[src/rtl/core_mem_port_arbiter.sv]
// -----------------------------------------------------------------------------
// core_mem_port_arbiter
//
// Purpose:
//   Shares one memory request bus between the core's instruction-fetch and
//   data-memory requesters. It picks one requester per cycle, registers the
//   winning request onto the bus, and records the owner of every read in an
//   in-order tag FIFO. Each read response is routed back to the requester
//   that issued it, one cycle after it arrives.
//
// Handshake:
//   A requester raises iX_REQ and holds its fields. It is accepted in the
//   cycle where iX_REQ=1 and oX_LOCK=0. oX_LOCK is combinational and is 1
//   whenever that requester is not granted, including while iX_REQ=0. The
//   bus side uses the same rule: oMEM_REQ and its fields are held until a
//   cycle with iMEM_LOCK=0. Read responses arrive on iMEM_VALID in issue
//   order and carry no tag.
//
// Ports:
//   iCLOCK, iRESET_SYNC        clock, synchronous active-high reset
//   iINST_* / oINST_*          fetch request (always a read) and its response
//   iDATA_* / oDATA_*          data request (read or write) and its response
//   oMEM_* / iMEM_LOCK         registered bus request and memory back-pressure
//   iMEM_VALID / iMEM_DATA     in-order read responses from memory
//   oPROTOCOL_ERR              sticky flag: a response came with no read pending
//
// Parameters:
//   OUTSTANDING    maximum reads in flight (power of 2, 2..16)
//   PRIORITY_MODE  0 = round-robin, 1 = data requester wins every conflict
// -----------------------------------------------------------------------------
module core_mem_port_arbiter #(
  parameter int OUTSTANDING   = 4,
  parameter int PRIORITY_MODE = 0
) (
  input  logic        iCLOCK,
  input  logic        iRESET_SYNC,
  // instruction fetch requester
  input  logic        iINST_REQ,
  output logic        oINST_LOCK,
  input  logic [1:0]  iINST_MMUMOD,
  input  logic [31:0] iINST_PDT,
  input  logic [31:0] iINST_ADDR,
  output logic        oINST_VALID,
  output logic [63:0] oINST_DATA,
  // data requester
  input  logic        iDATA_REQ,
  output logic        oDATA_LOCK,
  input  logic        iDATA_RW,
  input  logic [1:0]  iDATA_ORDER,
  input  logic [3:0]  iDATA_MASK,
  input  logic [1:0]  iDATA_MMUMOD,
  input  logic [31:0] iDATA_PDT,
  input  logic [31:0] iDATA_ADDR,
  input  logic [31:0] iDATA_DATA,
  output logic        oDATA_VALID,
  output logic [63:0] oDATA_DATA,
  // memory bus
  output logic        oMEM_REQ,
  input  logic        iMEM_LOCK,
  output logic        oMEM_RW,
  output logic [1:0]  oMEM_ORDER,
  output logic [3:0]  oMEM_MASK,
  output logic [1:0]  oMEM_MMUMOD,
  output logic [31:0] oMEM_PDT,
  output logic [31:0] oMEM_ADDR,
  output logic [31:0] oMEM_DATA,
  input  logic        iMEM_VALID,
  input  logic [63:0] iMEM_DATA,
  output logic        oPROTOCOL_ERR
);

  localparam int PW = (OUTSTANDING > 1) ? $clog2(OUTSTANDING) : 1;
  localparam int CW = $clog2(OUTSTANDING + 1);
  localparam logic [CW-1:0] MAX_CNT = CW'(OUTSTANDING);

  localparam logic TAG_INST = 1'b0;
  localparam logic TAG_DATA = 1'b1;

  // request stage
  logic        r_mem_req;
  logic        r_mem_rw;
  logic [1:0]  r_mem_order;
  logic [3:0]  r_mem_mask;
  logic [1:0]  r_mem_mmumod;
  logic [31:0] r_mem_pdt;
  logic [31:0] r_mem_addr;
  logic [31:0] r_mem_data;

  // arbitration history: 1 = fetch was granted last
  logic        r_last_inst;

  // owner tag FIFO
  logic [OUTSTANDING-1:0] r_tag;
  logic [PW-1:0]          r_wr_ptr;
  logic [PW-1:0]          r_rd_ptr;
  logic [CW-1:0]          r_count;

  // response path
  logic        r_inst_valid;
  logic [63:0] r_inst_data;
  logic        r_data_valid;
  logic [63:0] r_data_data;
  logic        r_protocol_err;

  logic w_stage_free;
  logic w_rd_ok;
  logic w_inst_elig;
  logic w_data_elig;
  logic w_grant_inst;
  logic w_grant_data;
  logic w_push;
  logic w_push_tag;
  logic w_pop;
  logic w_head_tag;
  logic w_rsp_orphan;

  // The stage can take a new request if it is empty or is being handed to
  // memory this cycle, which gives zero-bubble back-to-back issue.
  assign w_stage_free = !r_mem_req || !iMEM_LOCK;

  // Uses the count from the start of the cycle: a response popping in this
  // same cycle does not open a slot until the next one.
  assign w_rd_ok = (r_count < MAX_CNT);

  assign w_inst_elig = iINST_REQ && w_stage_free && w_rd_ok;
  assign w_data_elig = iDATA_REQ && w_stage_free && (!iDATA_RW || w_rd_ok);

  always_comb begin
    w_grant_inst = 1'b0;
    w_grant_data = 1'b0;
    if (w_inst_elig && w_data_elig) begin
      // conflict: fixed data priority, or hand the bus to whoever did not win last
      if ((PRIORITY_MODE != 0) || r_last_inst) begin
        w_grant_data = 1'b1;
      end else begin
        w_grant_inst = 1'b1;
      end
    end else begin
      w_grant_inst = w_inst_elig;
      w_grant_data = w_data_elig;
    end
  end

  assign oINST_LOCK = !w_grant_inst;
  assign oDATA_LOCK = !w_grant_data;

  // Reads push their owner at grant time; writes never expect a response.
  assign w_push       = w_grant_inst || (w_grant_data && iDATA_RW);
  assign w_push_tag   = w_grant_inst ? TAG_INST : TAG_DATA;
  assign w_pop        = iMEM_VALID && (r_count != '0);
  assign w_rsp_orphan = iMEM_VALID && (r_count == '0);
  assign w_head_tag   = r_tag[r_rd_ptr];

  // arbitration history
  always_ff @(posedge iCLOCK) begin
    if (iRESET_SYNC) begin
      r_last_inst <= 1'b1;
    end else if (w_grant_inst) begin
      r_last_inst <= 1'b1;
    end else if (w_grant_data) begin
      r_last_inst <= 1'b0;
    end
  end

  // request stage: load on grant, retire on acceptance, hold while locked
  always_ff @(posedge iCLOCK) begin
    if (iRESET_SYNC) begin
      r_mem_req    <= 1'b0;
      r_mem_rw     <= 1'b0;
      r_mem_order  <= 2'b00;
      r_mem_mask   <= 4'h0;
      r_mem_mmumod <= 2'b00;
      r_mem_pdt    <= 32'h0;
      r_mem_addr   <= 32'h0;
      r_mem_data   <= 32'h0;
    end else if (w_grant_inst) begin
      r_mem_req    <= 1'b1;
      r_mem_rw     <= 1'b1;
      r_mem_order  <= 2'b10;
      r_mem_mask   <= 4'hF;
      r_mem_mmumod <= iINST_MMUMOD;
      r_mem_pdt    <= iINST_PDT;
      r_mem_addr   <= iINST_ADDR;
      r_mem_data   <= 32'h0;
    end else if (w_grant_data) begin
      r_mem_req    <= 1'b1;
      r_mem_rw     <= iDATA_RW;
      r_mem_order  <= iDATA_ORDER;
      r_mem_mask   <= iDATA_MASK;
      r_mem_mmumod <= iDATA_MMUMOD;
      r_mem_pdt    <= iDATA_PDT;
      r_mem_addr   <= iDATA_ADDR;
      r_mem_data   <= iDATA_DATA;
    end else if (!iMEM_LOCK) begin
      r_mem_req    <= 1'b0;
    end
  end

  // owner tag FIFO; pointers wrap because OUTSTANDING is a power of two
  always_ff @(posedge iCLOCK) begin
    if (iRESET_SYNC) begin
      r_tag    <= '0;
      r_wr_ptr <= '0;
      r_rd_ptr <= '0;
      r_count  <= '0;
    end else begin
      if (w_push) begin
        r_tag[r_wr_ptr] <= w_push_tag;
        r_wr_ptr        <= r_wr_ptr + 1'b1;
      end
      if (w_pop) begin
        r_rd_ptr <= r_rd_ptr + 1'b1;
      end
      case ({w_push, w_pop})
        2'b10:   r_count <= r_count + 1'b1;
        2'b01:   r_count <= r_count - 1'b1;
        default: r_count <= r_count;
      endcase
    end
  end

  // response routing, one registered cycle; data outputs hold between strobes
  always_ff @(posedge iCLOCK) begin
    if (iRESET_SYNC) begin
      r_inst_valid   <= 1'b0;
      r_inst_data    <= 64'h0;
      r_data_valid   <= 1'b0;
      r_data_data    <= 64'h0;
      r_protocol_err <= 1'b0;
    end else begin
      r_inst_valid <= w_pop && (w_head_tag == TAG_INST);
      r_data_valid <= w_pop && (w_head_tag == TAG_DATA);
      if (w_pop && (w_head_tag == TAG_INST)) begin
        r_inst_data <= iMEM_DATA;
      end
      if (w_pop && (w_head_tag == TAG_DATA)) begin
        r_data_data <= iMEM_DATA;
      end
      if (w_rsp_orphan) begin
        r_protocol_err <= 1'b1;
      end
    end
  end

  assign oMEM_REQ      = r_mem_req;
  assign oMEM_RW       = r_mem_rw;
  assign oMEM_ORDER    = r_mem_order;
  assign oMEM_MASK     = r_mem_mask;
  assign oMEM_MMUMOD   = r_mem_mmumod;
  assign oMEM_PDT      = r_mem_pdt;
  assign oMEM_ADDR     = r_mem_addr;
  assign oMEM_DATA     = r_mem_data;
  assign oINST_VALID   = r_inst_valid;
  assign oINST_DATA    = r_inst_data;
  assign oDATA_VALID   = r_data_valid;
  assign oDATA_DATA    = r_data_data;
  assign oPROTOCOL_ERR = r_protocol_err;

endmodule

[config.mk]
export PLATFORM = sky130hd
export DESIGN_NAME = core_mem_port_arbiter
export DESIGN_NICKNAME = d
export VERILOG_FILES = /design/src/rtl/core_mem_port_arbiter.sv
export SDC_FILE = /design/constraint.sdc
export NUM_CORES = 1
export LEC_CHECK = 0
export CAP_MARGIN = 20
export CORE_AREA = 3 3 187 189
export CTS_CLUSTER_DIAMETER = 30
export DETAILED_ROUTE_END_ITERATION = 10
export DIE_AREA = 0 0 190 192
export HOLD_SLACK_MARGIN = 0.12
export PLACE_DENSITY_LB_ADDON = 0.1
export SLEW_MARGIN = 30
export SYNTH_ARGS = -nofsm -noshare
export SYNTH_HDL_FRONTEND = slang
export SYNTH_SLANG_ARGS = --single-unit
[constraint.sdc]
create_clock -name iCLOCK -period 2.75 [get_ports iCLOCK]
set_input_delay 0.55 -clock iCLOCK [delete_from_list [all_inputs] [get_ports iCLOCK]]
set_output_delay 0.55 -clock iCLOCK [all_outputs]
set_load 0.01 [all_outputs]
==> out/qor.csv <==
metric,value,unit
die area,36500,um2
Power Density,927,nW/um2
Syn Area/Cell,8.64,um2
htree depth,3,
register share of total power,0.276,
Clock Power Share,0.477,
Int Pwr,11600,uW
layout cells sized above 1,0.191,
Final Wtd Congestion,0.808,
Post-DP HPWL,26800,um
final instance area,17600,um2
Crit Path Class,input pin to output port,
R2R Setup Slk,0.46,ns
Layout area overhead,73.1,%
global-route wire length before repair,57400,um
Min-Delay Path Class,flip-flop to flip-flop,
grt ovf,0,
initial antenna violation count,3,
final non-filler cell total,2172,
required time worst endpoint,2.20,ns
Die Y,192,um
synth warn,0,
clock-pin slew on the worst setup and hold paths,0.04,ns
total power draw,16300,uW
DP Cell Count,2045,
Max-Cap Viols,0,
CTS tree,built,
Worst R2R Path Depth,9,
I/O Buffers,479,
total vias in the final route,9893,
power share of the combinational group,0.247,
Slew headroom,0.435,
cell area after synthesis,10100,um2
pre-CTS setup slack,-0.111,ns
Pre-antenna DRT Iters,6,
Routed Antenna Nets,0,
1st-iter DRT viols,316,
actual slew at the worst max-slew pin,0.848,ns
leakage power,0.00641,uW
status,"finished, final reports clean",
Setup crit end kind,output port,
Clock Latency Late Sink,0.55,ns
startpoint types,input pin,
setup ws final,0.289,ns
Via density,4.55,
Final period util,0.895,
endpoints failing hold,0,
CTS Buffer Depth,3,
CTS Hold Buffers Added,0,
vias in the first global route,10200,
min-delay src,oMEM_DATA[14],
core area,33400,um2
Post-DP Area,15300,um2
worst vdd ir,0.000441,V
Clock Sinks,249,
setup violators final,0,
crit-path max FO,8,
DRC viols,0,
Gate Count Post-Synth,1174,
Setup TNS,0,ns
root buffer cell,clkbuf_16,
mean routed wirelength per cell,17.4,um
unrepaired setup endpoints after global routing,no,
reg-to-reg startpoint,r_count[2],
Hold Path Stages,2,
switch share,0.287,
fmax,406,MHz
Routed WL,37700,um
clk_skew,0.0138,ns
syn_nets,1421,
post-synthesis sequential area ratio,0.491,
Final Critical Period,2.46,ns
Boundary Pins,480,
"Endpoint, Worst Hold",oMEM_DATA[14],
Rows,67,
register bit count reported by yosys,249,
CP arrival,1.91,ns
Cell variety after synth,38,
Starting Density,0.303,
Reg2Reg Capture Point,r_count[2],
pin count of the biggest net entering global routing,71,
Final #Nets,1914,
Psw,4680,uW
"Slew Viols, Final",0,
DIE WIDTH,190,um
GRT Util Overall,0.200,
total CTS buffers,68,
-- worst max path at each step --
stage	start	end	slack, ns	cells after the start
after detailed placement	iINST_REQ	r_count[2]	-0.11	10
after global placement	iINST_REQ	r_count[2]	-0.08	10
final	iINST_REQ	oINST_LOCK	0.29	6
after floorplan	iINST_REQ	r_count[2]	0.37	10
after CTS	r_count[2]	oDATA_LOCK	0.07	5
after global routing	iDATA_REQ	oINST_LOCK	0.21	6
-- metal layers --
metal	vias up	track usage	part of all wire
met5	-	0	0
met4	0	0.0950	0.040
met3	86	0.0810	0.095
met2	397	0.332	0.47
met1	4504	0.224	0.39
li1	4906	-	-
-- sequential cells by signal, indices dropped and copies added (netlist names), 2 cells and up --
| name | flops |
|---|---|
| oMEM_MMUMOD | 2 |
| r_rd_ptr | 2 |
| oMEM_PDT | 32 |
| r_wr_ptr | 2 |
| r_tag | 4 |
| oMEM_ADDR | 32 |
| oMEM_DATA | 32 |
| oINST_DATA | 64 |
| r_count | 3 |
| oMEM_ORDER | 2 |
| oDATA_DATA | 64 |
| oMEM_MASK | 4 |
-- cell families (layout without fill, tap and decap cells) --
group,count (synthesis),after routing,share of synthesized area
AO/OA/AOI/OAI,251,251,0.194
flip-flops,249,249,0.491
other,0,3,0
XOR/XNOR,4,4,0.00345
AND/OR/NAND/NOR,560,560,0.224
multiplexers,3,3,0.00431
adder cells (fa/ha/maj),6,6,0.00814
buffers and inverters,101,648,0.0745
-- placed cells by master, fill, tap and decap left out, types with 8 or more instances in the layout --
cell / synthesis / layout
buf_4: 2 / 24
nor2_1: 85 / 85
clkbuf_1: 38 / 8
clkbuf_8: 0 / 10
clkdlybuf4s50_1: 0 / 476
a21oi_1: 55 / 55
a21oi_2: 111 / 111
buf_12: 13 / 15
nand2_1: 409 / 409
a311oi_1: 66 / 66
dfxtp_1: 249 / 249
clkinv_2: 0 / 17
a211oi_1: 8 / 8
clkbuf_16: 0 / 70
nand2_2: 51 / 50
-- what timing repair did --
action	CTS	global route
endpoints found under the setup margin	0	1
gates resized for setup	0	1
hold endpoints to repair	0	0
buffers inserted	0	0
-- power groups by stage --
stage	Clock [uW]	Combinational (uW)	Sequential, uW
final	7780	4020	4500
after global routing	8150	4380	4570
after CTS	7950	4090	4500
after detailed placement	0	4070	4550
after global placement	0	4060	4540
after floorplan	0	1950	4770
-- cell usage after synthesis --
library cell / n / area (um2)
and2_1: 1 / 6.26
nor2b_4: 1 / 13.8
ha_1: 5 / 62.6
nand2_2: 51 / 319
xor2_1: 3 / 26.3
inv_2: 2 / 7.51
nand2b_1: 5 / 31.3
nand2_1: 409 / 1540
dfxtp_1: 249 / 4980
mux2_2: 1 / 11.3
and3_1: 1 / 6.26
nand2b_4: 1 / 13.8
buf_12: 13 / 260
a21boi_2: 1 / 11.3
a21o_1: 1 / 7.51
inv_1: 5 / 18.8
a31oi_1: 5 / 31.3
clkbuf_1: 38 / 143
o21bai_1: 1 / 7.51
xnor2_1: 1 / 8.76
nor3_1: 3 / 15.0
mux4_2: 1 / 22.5
nand3_1: 1 / 5.00
o2111a_1: 1 / 11.3
o31a_2: 1 / 10.0
fa_1: 1 / 20.0
a21oi_1: 55 / 275
nor2b_1: 1 / 6.26
buf_2: 24 / 120
a21oi_2: 111 / 972
or3_1: 1 / 6.26
a311oi_1: 66 / 578
a211oi_1: 8 / 60.1
o21ai_0: 1 / 5.00
buf_6: 17 / 191
nor2_1: 85 / 319
mux2i_1: 1 / 10.0
buf_4: 2 / 15.0
-- stage by stage --
step,util,hold WS (ns)
6_report,0.525,0.448
5_1_grt,0.525,0.468
4_1_cts,0.525,0.446
3_5_place_dp,0.456,0.447
3_3_place_gp,0.456,0.441
2_1_floorplan,-,0.449
-- critical path, cell delays in order --
cell and delay (ns):
clkdlybuf4s50_1 0.45, nor2b_1 0.15, and3_2 0.21, buf_4 0.16, inv_2 0.19, buf_4 0.19
-- area by class of cell --
cell class,count,area [um2]
fillers,3097,15900
diodes,3,7.51
flip-flops and latches,249,4980
repair buffers,517,5270
well taps,448,561
clock inverters,36,378
multi-input cells,824,4420
inverters,7,26.3
clock buffers,88,1920
Note: power is estimated with default switching activity, not from simulation.
==> edit 1, RTL diff (config.mk and constraints unchanged) <==
Register the outputs `oINST_LOCK` and `oDATA_LOCK`, with the module's reset; this adds one clock of latency there. The other outputs are not delayed to match.
--- a/src/rtl/core_mem_port_arbiter.sv
+++ b/src/rtl/core_mem_port_arbiter.sv
@@ -141,8 +141,15 @@
     end
   end
 
-  assign oINST_LOCK = !w_grant_inst;
-  assign oDATA_LOCK = !w_grant_data;
+  always_ff @(posedge iCLOCK) begin
+    if (iRESET_SYNC) begin
+      oINST_LOCK <= '0;
+      oDATA_LOCK <= '0;
+    end else begin
+      oINST_LOCK <= !w_grant_inst;
+      oDATA_LOCK <= !w_grant_data;
+    end
+  end
 
   // Reads push their owner at grant time; writes never expect a response.
   assign w_push       = w_grant_inst || (w_grant_data && iDATA_RW);
Check against the original RTL: not equivalent (a bounded check fails within 4 cycles, from zero or initial values and one cycle with iRESET_SYNC high).
==> edit 1 against the original RTL <==
Total power rose by 0.70%; sequential cell count increased by 2; global-route usage increased by 0.14 points; highest routed layer unchanged; sequential share of layout area up 0.21 points; cell count decreased by 0.23%; largest cell class unchanged; routed wire length rose by 0.15%; setup slack improved by 0.15 ns; largest power group unchanged; critical path depth rose by 4; area after synthesis grew 0.41%; design area is essentially flat; critical path type is now input pin to register.
==> edit 1: results (changes against the original RTL) <==
[status]
outcome=completed  ; unchanged

[placement]
placed_cells=2043  ; was 2045
hpwl_mm=26.3  ; was 26.8 mm
dp_slack_ns=-0.121  ; was -0.111 ns
gp_congestion=0.804  ; was 0.808

[synthesis]
ys_seq_area_share_pct=49.3  ; was 49.1%
synth_ff_type=dfxtp_1  ; unchanged
syn_nets=1425  ; was 1421
netlist_top_cells_count=nand2_1, dfxtp_1, a21oi_2  ; unchanged
syn_avg_cell_area_um2=8.65  ; was 8.64 um2
yosysWarningCount=0  ; unchanged
synth_area_leaders=dfxtp_1, nand2_1, a21oi_2  ; unchanged

[routing]
drt_iter0_drc=436  ; was 316
avgRoutedWirePerCell_um=17.4  ; about the same
dr.pass1.iters=4  ; was 6
vias_per_cell=4.57  ; was 4.55

[grt]
grt_pass1_wl_mm=57.5  ; was 57.4 mm
grt_pass1_vias=10100  ; was 10200
grt_util_all_layers_pct=20.2  ; was 20.0%
grt_max_degree=84  ; was 71
antenna_found_initial=2  ; was 3

[critical_path]
worst_ep_arrival_time_ns=2.79  ; was 1.91 ns
cpPeakStageDelay_ns=0.51  ; was 0.45 ns
cp_max_fo=3  ; was 8

[pwr]
p_leak_nw=6.42  ; was 6.41 nW
peakVddDrop_mv=0.491  ; was 0.441 mV

[layout]
layout-drive-gt1-share_pct=18.5  ; was 19.1%
fill_cells=3008  ; was 3097
stdcell_count=2167  ; was 2172

[clocking]
clockBufferDepth=3  ; unchanged
cts_buffers=70  ; was 68

[sta]
skew_ns=0.0134  ; was 0.0138 ns

==> edit 1: cell count changes after synthesis, moves of 2 or more <==
| cell | delta |
|---|---|
| buf_4 | +4 |
| buf_6 | -4 |
| dfxtp_1 | +2 |
| clkbuf_1 | +2 |
| inv_2 | -2 |
| buf_2 | -3 |
==> edit 1: through the flow <==
step / total power [W] / util, % / area (um2)
6_report: 0.0164 / 52.6 / 17600
5_1_grt: 0.0172 / 52.6 / 17600
4_1_cts: 0.0167 / 52.5 / 17600
3_5_place_dp: 0.00854 / 45.5 / 15200
3_3_place_gp: 0.00852 / 45.5 / 15200
2_1_floorplan: 0.00675 / - / 10200
==> edit 1: worst paths after layout <==
| path | from | end | slack (ns) | cells past startpoint |
|---|---|---|---|---|
| setup reg to reg | r_count[2]$_SDFFE_PP0P_ | r_count[2]$_SDFFE_PP0P_ | 0.47 | 9 |
| hold / removal | iRESET_SYNC | r_rd_ptr[0]$_SDFFE_PP0P_ | 0.41 | 2 |
| setup / recovery | iINST_REQ | r_count[2]$_SDFFE_PP0P_ | 0.44 | 10 |
| hold reg to reg | oMEM_DATA[4]$_SDFFE_PP0N_ | oMEM_DATA[4]$_SDFFE_PP0N_ | 0.45 | 2 |
==> edit 1: final cells by class <==
type,count,area share (%)
timing repair buffer,511,29.3
sequential,251,28.6
multi-input combinational,827,25.3
clock buffer,98,11.8
tap,448,3.19
clock inverter,24,1.68
inverter,6,0.128
antenna,2,0.0285
==> edit 1: where the power goes <==
group	total (W)	internal, W	switching (W)
registers	0.00454	0.00422	0.000314
logic	0.00389	0.00188	0.00201
clock network	0.00798	0.00572	0.00226
==> edit 1: critical path, delay by kind of cell <==
kind / cells / cell delay [ns]
xor+xnor: 1 / 0.16
compound gates: 3 / 0.56
fa+ha+maj: 2 / 0.56
buf+inv: 2 / 0.56
simple gates: 2 / 0.39
==> edit 1: logic make-up (layout without fill, tap and decap cells) <==
| logic type | Yosys count | after routing | synth area share [%] |
|---|---|---|---|
| other cells | 0 | 2 | 0 |
| xor+xnor | 4 | 4 | 0.344 |
| buf+inv | 100 | 639 | 7.20 |
| fa+ha+maj | 6 | 6 | 0.810 |
| flops | 251 | 251 | 49.3 |
| compound gates | 252 | 252 | 19.5 |
| mux | 3 | 3 | 0.430 |
| simple gates | 562 | 562 | 22.4 |
==> edit 1: per-layer routing <==
metal | global-route usage (%) | up-vias | share of wire (%)
met4 | 8.53 | 0 | 3.5
met5 | 0 | - | 0
li1 | - | 4908 | -
met3 | 8.71 | 72 | 9.2
met2 | 34.0 | 352 | 49
met1 | 22.2 | 4572 | 39
==> edit 2, RTL diff (same flow settings) <==
Made on the original files. Set the parameter `PRIORITY_MODE` to 1 (it was 0). Comments in the files are not updated.
--- a/src/rtl/core_mem_port_arbiter.sv
+++ b/src/rtl/core_mem_port_arbiter.sv
@@ -30,7 +30,7 @@
 // -----------------------------------------------------------------------------
 module core_mem_port_arbiter #(
   parameter int OUTSTANDING   = 4,
-  parameter int PRIORITY_MODE = 0
+  parameter int PRIORITY_MODE = 1
 ) (
   input  logic        iCLOCK,
   input  logic        iRESET_SYNC,
Behaviour: not the same (Yosys sat finds a counterexample within 4 cycles, from zero or initial values and one cycle with iRESET_SYNC high).
==> edit 2 against the original RTL <==
Area after synthesis shrank 7.9%; die area is the same; cell count shrank 0.69%; routed wire length fell by 0.24%; via count down 0.88%; sequential share of layout area is 1.1 points higher; total power decreased by 3.6%; global-route usage is 0.32 points lower; sequential cell count fell by 1; utilization shrank 2.2 points; design area decreased by 4.1%; setup slack worse by 0.14 ns.
==> edit 2: results (changes against the original RTL) <==
[status]
outcome=completed  ; unchanged

[worst_hold_path]
hp-start=iRESET_SYNC  ; was oMEM_DATA[14]$_SDFFE_PP0N_
whs_path_depth=2  ; unchanged
hold_path.class=input pin to register  ; was register to register
holdPathEnd=oMEM_RW$_SDFFE_PP0P_  ; was oMEM_DATA[14]$_SDFFE_PP0N_

[clocking]
clk_latency_ns=0.55  ; about the same
cts_setup_buffers=0  ; unchanged
clockBufferDepth=3  ; unchanged
cts_root_buf=clkbuf_16  ; unchanged

[placement]
portBuffers=479  ; unchanged
dp_slack_ns=-0.0947  ; was -0.111 ns
gp_congestion=0.778  ; was 0.808
placed_cells=2032  ; was 2045
place_area_um2=14600  ; was 15300 um2
hpwl_mm=26.5  ; was 26.8 mm

[layout]
layout.nets=1901  ; was 1914
layout-drive-gt1-share_pct=8.90  ; was 19.1%

[synthesis]
netlist_top_cells_count=nand2_1, dfxtp_1, a21oi_1  ; was nand2_1, dfxtp_1, a21oi_2
synth_area_leaders=dfxtp_1, nand2_1, a21oi_1  ; was dfxtp_1, nand2_1, a21oi_2
syn_nets=1415  ; was 1421
ys_seq_area_share_pct=53.1  ; was 49.1%
synth.distinct_cells=33  ; was 38
syn_avg_cell_area_um2=8.00  ; was 8.64 um2

[critical_path]
ff2ff_setup_slack_ns=0.58  ; was 0.46 ns
cp-endpoint=oDATA_LOCK  ; was oINST_LOCK
criticalPathCategory=register to output pin  ; was input pin to output pin
worst_ep_arrival_time_ns=2.05  ; was 1.91 ns
cpPeakStageDelay_ns=0.53  ; was 0.45 ns
cp_max_fo=4  ; was 8
r2r_start=r_count[2]$_SDFFE_PP0P_  ; unchanged

[grt]
grt_util_all_layers_pct=19.7  ; was 20.0%
antenna_found_initial=3  ; unchanged
grt_max_degree=82  ; was 71
grt_pass1_wl_mm=55.8  ; was 57.4 mm
grt_pass1_vias=9869  ; was 10200

[routing]
drt_iter0_drc=403  ; was 316
totalWireLength_mm=37.6  ; was 37.7 mm
dr_total_vias=9806  ; was 9893
vias_per_cell=4.55  ; about the same
dr.pass1.iters=4  ; was 6

[sta]
min_period_ns=2.60  ; was 2.46 ns
maxSlewHeadroom_pct=70.6  ; was 43.5%
skew_ns=0.0128  ; was 0.0138 ns
hold_slack_ns=0.435  ; was 0.448 ns

[pwr]
p_leak_nw=6.29  ; was 6.41 nW
p_int_w=0.0113  ; was 0.0116 W
peakVddDrop_mv=0.500  ; was 0.441 mV

-- edit 2: cell types whose count changed after synthesis, moves of 5 or more --
cell      delta
buf_2        +6
a21oi_2    -111
clkbuf_1     +5
nand2_1     +48
a21oi_1    +111
buf_12      -13
nand2_2     -50
-- edit 2: cell families (layout without fill, tap and decap cells) --
kind of cell / Yosys count / count (layout) / share of synthesized area (%)
muxes: 2 / 2 / 0.348
other: 0 / 2 / 0
AOI/OAI and AO/OA: 247 / 247 / 16.3
adders and majority gates: 6 / 6 / 0.883
buffers and inverters: 100 / 639 / 5.86
and+or+nand+nor: 560 / 560 / 23.0
DFF: 248 / 248 / 53.1
xor gates and xnor gates: 5 / 5 / 0.469
-- edit 2: layout make-up --
cell class / instances / area [um2]
multi-input cells: 820 / 3850
well taps: 448 / 561
fillers: 3234 / 16600
repair buffers: 508 / 5190
diodes: 2 / 5.00
flip-flops and latches: 248 / 4960
inverters: 8 / 30.0
clock buffers: 90 / 1910
clock inverters: 33 / 349
-- edit 2: power groups by stage --
| stage | logic, W | registers, W | clock network [W] |
|---|---|---|---|
| 2_1_floorplan | 0.00147 | 0.00471 | 0 |
| 3_3_place_gp | 0.00362 | 0.00448 | 0 |
| 3_5_place_dp | 0.00364 | 0.00450 | 0 |
| 4_1_cts | 0.00365 | 0.00445 | 0.00783 |
| 5_1_grt | 0.00391 | 0.00451 | 0.00806 |
| 6_report | 0.00359 | 0.00444 | 0.00767 |
-- edit 2: per-layer routing --
metal	up-vias	track usage, %	wire length, um
met5	-	0	8
met3	80	9.42	3980
li1	4868	-	-
met2	380	33.0	17800
met1	4476	21.0	14500
met4	2	9.21	1390
